## src/rtl/sdram_pkg.sv

```systemverilog
// sdram_pkg
// Shared definitions for the SDRAM controller slice.
//  - 5-bit command encodings {CKE,CS_N,RAS_N,CAS_N,WE_N}
//  - bit positions of the mode-register fields on the address bus
//  - the A10 index (auto-precharge / precharge-all select)
//  - state type of the power-up initialisation sequencer
package sdram_pkg;

    localparam logic [4:0] CMD_NOP  = 5'b10111;
    localparam logic [4:0] CMD_ACT  = 5'b10011;
    localparam logic [4:0] CMD_RD   = 5'b10101;
    localparam logic [4:0] CMD_WR   = 5'b10100;
    localparam logic [4:0] CMD_PREC = 5'b10010;
    localparam logic [4:0] CMD_AREF = 5'b10001;
    localparam logic [4:0] CMD_MRS  = 5'b10000;

    // Mode register field positions on the address bus
    localparam int MR_BL_LSB  = 0;
    localparam int MR_CAS_LSB = 4;
    localparam int MR_WB_IDX  = 9;

    // A10 high during PRECHARGE selects all banks
    localparam int A10_IDX = 10;

    typedef enum logic [2:0] {
        ST_WAIT,
        ST_PREC,
        ST_TRP,
        ST_AREF,
        ST_TRFC,
        ST_MRS,
        ST_TMRD,
        ST_DONE
    } init_state_t;

endpackage

```

## src/rtl/sdram_init_seq.sv

```systemverilog
// sdram_init_seq
// SDRAM power-up initialisation sequencer. After reset it waits the power-up
// time, then issues PRECHARGE-ALL, AREF_NUM auto-refreshes and a LOAD MODE
// REGISTER, each separated by its recovery time, and finally raises flag_init.
// A reinit_req pulse while idle re-runs the sequence without the power-up wait.
// Ports:
//  S_CLK      in   system clock
//  RST_N      in   synchronous active-low reset
//  reinit_req in   1-cycle request to re-run the sequence (ignored while busy)
//  init_cmd   out  {CKE,CS_N,RAS_N,CAS_N,WE_N}, registered
//  init_addr  out  SDRAM address (mode word during MRS, A10 set otherwise)
//  init_ba    out  bank address, tied to 0
//  init_busy  out  high while the sequence runs
//  flag_init  out  initialisation complete (level)
module sdram_init_seq
    import sdram_pkg::*;
#(
    parameter int          CLK_PERIOD_NS = 10,
    parameter int          T_POWERUP_US  = 200,
    parameter int          T_RP_CYC      = 2,
    parameter int          T_RFC_CYC     = 7,
    parameter int          T_MRD_CYC     = 2,
    parameter int          AREF_NUM      = 2,
    parameter int          ADDR_W        = 12,
    parameter int          BA_W          = 2,
    parameter int          CAS_LAT       = 2,
    parameter logic [2:0]  BL_CODE       = 3'b010,
    parameter int          WB_MODE       = 0
) (
    input  logic              S_CLK,
    input  logic              RST_N,
    input  logic              reinit_req,
    output logic [4:0]        init_cmd,
    output logic [ADDR_W-1:0] init_addr,
    output logic [BA_W-1:0]   init_ba,
    output logic              init_busy,
    output logic              flag_init
);

    localparam int POWERUP_CYC = T_POWERUP_US * 1000 / CLK_PERIOD_NS;
    localparam int CNT_W       = $clog2(POWERUP_CYC + 1);

    // Terminal counts of the shared counter; a recovery of N cycles is one
    // command cycle plus N-1 wait cycles counted 0..N-2.
    localparam logic [CNT_W-1:0] PU_LAST   = CNT_W'(POWERUP_CYC - 1);
    localparam logic [CNT_W-1:0] TRP_LAST  = CNT_W'((T_RP_CYC  > 1) ? T_RP_CYC  - 2 : 0);
    localparam logic [CNT_W-1:0] TRFC_LAST = CNT_W'((T_RFC_CYC > 1) ? T_RFC_CYC - 2 : 0);
    localparam logic [CNT_W-1:0] TMRD_LAST = CNT_W'((T_MRD_CYC > 1) ? T_MRD_CYC - 2 : 0);
    localparam logic [CNT_W-1:0] CNT_MAX   = '1;

    localparam logic [4:0] AREF_TOTAL = 5'(AREF_NUM);

    localparam int MRS_INT = ((WB_MODE & 1) << MR_WB_IDX)
                           | ((CAS_LAT & 7) << MR_CAS_LSB)
                           | (int'(BL_CODE) << MR_BL_LSB);
    localparam logic [ADDR_W-1:0] MRS_WORD = ADDR_W'(MRS_INT);
    localparam logic [ADDR_W-1:0] A10_WORD = ADDR_W'(1 << A10_IDX);

    init_state_t       state_q, state_d;
    logic [CNT_W-1:0]  cnt_q, cnt_d;
    logic [4:0]        ref_q, ref_d;
    logic [4:0]        cmd_d;
    logic [ADDR_W-1:0] addr_d;
    logic              flag_d;

    assign init_ba = '0;

    // Next-state logic. The counter free-runs (saturating) and is cleared on
    // entry to each timed state. A re-init request parks the FSM in WAIT with
    // the counter already at its terminal value, giving one idle NOP cycle
    // (flag low, busy high) before PRECHARGE instead of the full power-up wait.
    // Outputs are decoded from the next state so they register in step with it.
    always_comb begin
        state_d = state_q;
        cnt_d   = (cnt_q == CNT_MAX) ? cnt_q : cnt_q + CNT_W'(1);
        ref_d   = ref_q;

        case (state_q)
            ST_WAIT: begin
                if (cnt_q == PU_LAST) begin
                    state_d = ST_PREC;
                    cnt_d   = '0;
                end
            end
            ST_PREC: begin
                ref_d   = '0;
                cnt_d   = '0;
                state_d = (T_RP_CYC > 1) ? ST_TRP : ST_AREF;
            end
            ST_TRP: begin
                if (cnt_q == TRP_LAST) begin
                    state_d = ST_AREF;
                end
            end
            ST_AREF: begin
                ref_d = ref_q + 5'd1;
                cnt_d = '0;
                if (T_RFC_CYC > 1) begin
                    state_d = ST_TRFC;
                end else begin
                    state_d = ((ref_q + 5'd1) < AREF_TOTAL) ? ST_AREF : ST_MRS;
                end
            end
            ST_TRFC: begin
                if (cnt_q == TRFC_LAST) begin
                    state_d = (ref_q < AREF_TOTAL) ? ST_AREF : ST_MRS;
                end
            end
            ST_MRS: begin
                cnt_d   = '0;
                state_d = (T_MRD_CYC > 1) ? ST_TMRD : ST_DONE;
            end
            ST_TMRD: begin
                if (cnt_q == TMRD_LAST) begin
                    state_d = ST_DONE;
                end
            end
            ST_DONE: begin
                if (reinit_req) begin
                    state_d = ST_WAIT;
                    cnt_d   = PU_LAST;
                end
            end
            default: begin
                state_d = ST_WAIT;
                cnt_d   = '0;
            end
        endcase

        cmd_d  = CMD_NOP;
        addr_d = A10_WORD;
        case (state_d)
            ST_PREC: cmd_d = CMD_PREC;
            ST_AREF: cmd_d = CMD_AREF;
            ST_MRS: begin
                cmd_d  = CMD_MRS;
                addr_d = MRS_WORD;
            end
            default: cmd_d = CMD_NOP;
        endcase
        flag_d = (state_d == ST_DONE);
    end

    // State, counters and registered outputs; reset restarts the full
    // power-up wait from any point in the sequence.
    always_ff @(posedge S_CLK) begin
        if (!RST_N) begin
            state_q   <= ST_WAIT;
            cnt_q     <= '0;
            ref_q     <= '0;
            init_cmd  <= CMD_NOP;
            init_addr <= A10_WORD;
            flag_init <= 1'b0;
            init_busy <= 1'b1;
        end else begin
            state_q   <= state_d;
            cnt_q     <= cnt_d;
            ref_q     <= ref_d;
            init_cmd  <= cmd_d;
            init_addr <= addr_d;
            flag_init <= flag_d;
            init_busy <= ~flag_d;
        end
    end

endmodule

```

## config.mk

```make
export PLATFORM = sky130hd
export DESIGN_NAME = sdram_init_seq
export DESIGN_NICKNAME = d
export VERILOG_FILES = /design/src/rtl/sdram_pkg.sv /design/src/rtl/sdram_init_seq.sv
export SDC_FILE = /design/constraint.sdc
export NUM_CORES = 1
export LEC_CHECK = 0
export BUFFER_PORTS_ARGS = -buffer_cell sky130_fd_sc_hd__buf_4
export CAP_MARGIN = 20
export CORE_MARGIN = 2
export CORE_UTILIZATION = 40
export DETAILED_ROUTE_END_ITERATION = 10
export PLACE_DENSITY_LB_ADDON = 0.25
export SYNTH_ARGS = -nofsm -noshare
export SYNTH_HDL_FRONTEND = slang
export SYNTH_SLANG_ARGS = --single-unit
```

## constraint.sdc

```tcl
create_clock -name S_CLK -period 3.2 [get_ports S_CLK]
set_clock_uncertainty 0.1 [all_clocks]
set_input_delay 0.96 -clock S_CLK [delete_from_list [all_inputs] [get_ports S_CLK]]
set_output_delay 0.96 -clock S_CLK [all_outputs]
set_load 0.1 [all_outputs]
```

==> results summary <==
The post-synthesis average cell area came out at 8.28 um^2. Headroom to the max-slew limit came out at 66.3%. The number of sinks on the clock net came out at 30. After layout, the worst path uses 63.1% of the clock period.

The number of buffers inserted during clock tree synthesis is 5. The count of pins over their slew limit was 0. In the layout the commonest cells are sky130_fd_sc_hd__dfxtp_1 (30), sky130_fd_sc_hd__nand2_1 (20), sky130_fd_sc_hd__nor2_1 (15), sky130_fd_sc_hd__a21oi_1 (15), sky130_fd_sc_hd__conb_1 (13). The worst path in the final design needs a cycle of 2020 ps, including I/O delays and setup. The slew at the pin closest to its max-slew limit came out at 493 ps. The number of synthesized flops with an enable pin is 0. From left edge to right edge, the die measures 67.8 um. The number of buffers inserted to repair setup after CTS is 0. By area the synthesized netlist is led by sky130_fd_sc_hd__dfxtp_1 (37%), sky130_fd_sc_hd__buf_4 (6.4%), sky130_fd_sc_hd__a21oi_1 (4.6%), sky130_fd_sc_hd__nand2_1 (4.6%), sky130_fd_sc_hd__nor2_1 (3.5%). The post-route DRC violation count came out at 0.

Counting both buffers and inverters, the worst setup path holds a total of 0. Setup repair after global routing left no endpoint under its margin. Power spread over the standard cell area amounts to 548 nW/um^2. The kind of launch point of the worst setup path is a flip-flop. Wires add up to 3460 um.

The leakage dissipation is 0.658 nW. The antenna violation net count after detailed routing came out at 0. The critical path goes through nand4_1 > nor3_2 > and4bb_2 > xnor2_1 > o21ai_0. The flip-flop cell with the highest count after synthesis is sky130_fd_sc_hd__dfxtp_1.

The first-pass detailed-route iteration total came out at 4. The repair_antennas step left the layout with diodes totalling 0. In this run the clock root is driven by a sky130_fd_sc_hd__clkbuf_8. The maximum clock insertion buffer count is 2. The post-cts hold buffer count came out at 0. In the global route stage, overall resource usage came out at 16.8%.

The max-capacitance violation count came out at 0. The most common cell after layout, fill and taps aside is sky130_fd_sc_hd__dfxtp_1. The critical-path cell with the highest stage delay is sky130_fd_sc_hd__dfxtp_1. Summed over all layers, the global routing overflow is 0. The total count of hold-check failures in the final report came to 0. Relative to the synthesized area, the layout overhead comes to 10.4%. The total negative slack for setup checks is 0 ps. The worst reg-to-reg setup slack came out at 1180 ps. The cell area after placement is 1690 um^2. The unique cell type count in the Yosys netlist is 49.

For this run, the top clock speed supported by timing is 495 MHz. The min-delay analysis places its worst path in the category flip-flop to flip-flop. The routability congestion estimate from global placement came out at 0.902.

The share of flip-flops with an asynchronous set or reset after synthesis is 0%. The height of the die came out at 67.8 um. The data required time at the worst endpoint is 3270 ps. The die covers 4600 um^2.

The core area is 3970 um^2. The number of instances in the synthesized netlist came out at 197. The area share of the largest cell type after synthesis came out at 36.8%. The clock slew seen by the registers of the worst setup and hold paths came out at 60 ps. The number of warnings printed during yosys synthesis came out at 0. Detailed placement ended at an HPWL of 2480 um. The initial core utilization came out at 41.1%. The H-tree generated during clock tree synthesis spans 2 levels. The register bit total from synthesis is 30. In this design, the largest share of critical-path delay is due to simple AND/OR/NAND/NOR gates. The post-cts sizing count is 0. The final setup violation count came out at 0.

The data arrival time of the critical path is 2090 ps. The peak per-stage delay on the critical path came out at 500 ps. The vias after detailed routing is 1426. The initial antenna violation count came out at 0. In the routed layout, each cell is associated on average with a via count of 5.51. The first global-routing pass estimated 5740 um of wire.

The number of global-route vias before repair is 1261. The maximum number of pins on one net before global-route repair came out at 15. VDD sags by at most 149 uV. In the final design database the tool counted 215 nets. Pin placement for this block handled 24 I/O pins. The first routing iteration left 99 violations. The placement row count is 23. The fraction of final layout cells with drive strength greater than 1 came out at 15.8%.

The wire length per cell after detailed routing is 13.4 um. By startpoint and endpoint, the worst setup path is classified as flip-flop to flip-flop. The register area share after synthesis is 36.8%. The top cell type by total area after synthesis is sky130_fd_sc_hd__dfxtp_1. The clock tree from TritonCTS is yes. The cell area after synthesis is 1630 um^2. The flow ran to the end, and the final reports show no timing, DRC or antenna violations.

STA classifies the critical path endpoint as a flip-flop. The later-pin clock latency in the skew report is 280 ps. Input and output buffers added on the ports amount to 10. The area of all placed cells without fillers came out at 1800 um^2. The maximum fanout count along the critical path is 9.
-- through the flow --
stage	instances	util [%]	power, mW	hold WS [ps]	setup WS [ps]
floorplan	208	-	0.615	362	784
global placement	251	42.6	0.635	392	995
detailed placement	251	42.6	0.634	392	1030
CTS	259	45.3	0.993	403	1210
global route	259	45.3	1.03	431	993
finish	259	45.3	0.986	402	1180
-- registers in the layout (all words and copies together) (netlist names) --
| signal | flops |
|---|---|
| init_addr | 2 |
| cnt_q | 15 |
| init_busy | 1 |
| ref_q | 5 |
| flag_init | 1 |
| state_q | 3 |
| init_cmd | 3 |
-- report_power, final --
part           leakage [nW]  switching, mW  internal [mW]
Combinational         0.358          0.167         0.0472
Clock                0.0575          0.142          0.217
Sequential            0.243         0.0239          0.389
Total                 0.658          0.333          0.653
-- worst register-to-register path, stage by stage (launching register included) --
cell                       delay, ps
sky130_fd_sc_hd__dfxtp_1         500
sky130_fd_sc_hd__nand4_1         320
sky130_fd_sc_hd__nor3_2          490
sky130_fd_sc_hd__and4bb_2        310
sky130_fd_sc_hd__xnor2_1         110
sky130_fd_sc_hd__o21ai_0          80
-- cells by family after synthesis --
kind of cell | after synthesis | share of synthesized area (%)
mux | 2 | 1.23
compound gates | 41 | 16.0
buf+inv | 27 | 9.59
simple gates | 84 | 29.0
fa+ha+maj | 4 | 3.07
other cells | 2 | 0.461
flops | 30 | 36.8
xor+xnor | 7 | 3.76
-- path summary, 6_finish.rpt --
path / to / cells after the start / start
hold reg to reg: ref_q[1] / 2 / ref_q[1]
setup reg to reg: cnt_q[11] / 5 / cnt_q[2]
setup / recovery: cnt_q[11] / 5 / cnt_q[2]
hold / removal: ref_q[1] / 2 / ref_q[1]
-- synth_stat cells (2+ instances only) --
library cell and number:
sky130_fd_sc_hd__nand2_1 20, sky130_fd_sc_hd__dfxtp_1 30, sky130_fd_sc_hd__and2_1 2, sky130_fd_sc_hd__and3_1 2, sky130_fd_sc_hd__nor4_1 2, sky130_fd_sc_hd__inv_1 10
sky130_fd_sc_hd__xnor2_1 6, sky130_fd_sc_hd__nand3b_1 2, sky130_fd_sc_hd__nor4_2 2, sky130_fd_sc_hd__nand4_1 6, sky130_fd_sc_hd__or3_1 3, sky130_fd_sc_hd__buf_4 14
sky130_fd_sc_hd__a31oi_1 4, sky130_fd_sc_hd__nor3_1 5, sky130_fd_sc_hd__or2_2 4, sky130_fd_sc_hd__a211oi_1 2, sky130_fd_sc_hd__a21oi_1 15, sky130_fd_sc_hd__ha_1 4
sky130_fd_sc_hd__mux2i_1 2, sky130_fd_sc_hd__nor2_1 15, sky130_fd_sc_hd__conb_1 2, sky130_fd_sc_hd__o21ai_0 8, sky130_fd_sc_hd__nand3_1 11
-- area by class of cell --
class,instances,area [um^2]
fillers,414,2170
multi-input cells,151,915
flip-flops and latches,30,601
clock buffers,8,110
repair buffers,10,75.1
well taps,50,62.6
inverters,10,37.5
-- metal layers --
metal	track usage (%)	up-vias	share of wire (%)
li1	-	698	-
met5	0	-	0
met1	21.8	675	47
met3	4.28	10	5.1
met2	26.0	43	45
met4	8.50	0	2.3
(Power assumes the default switching activity.)
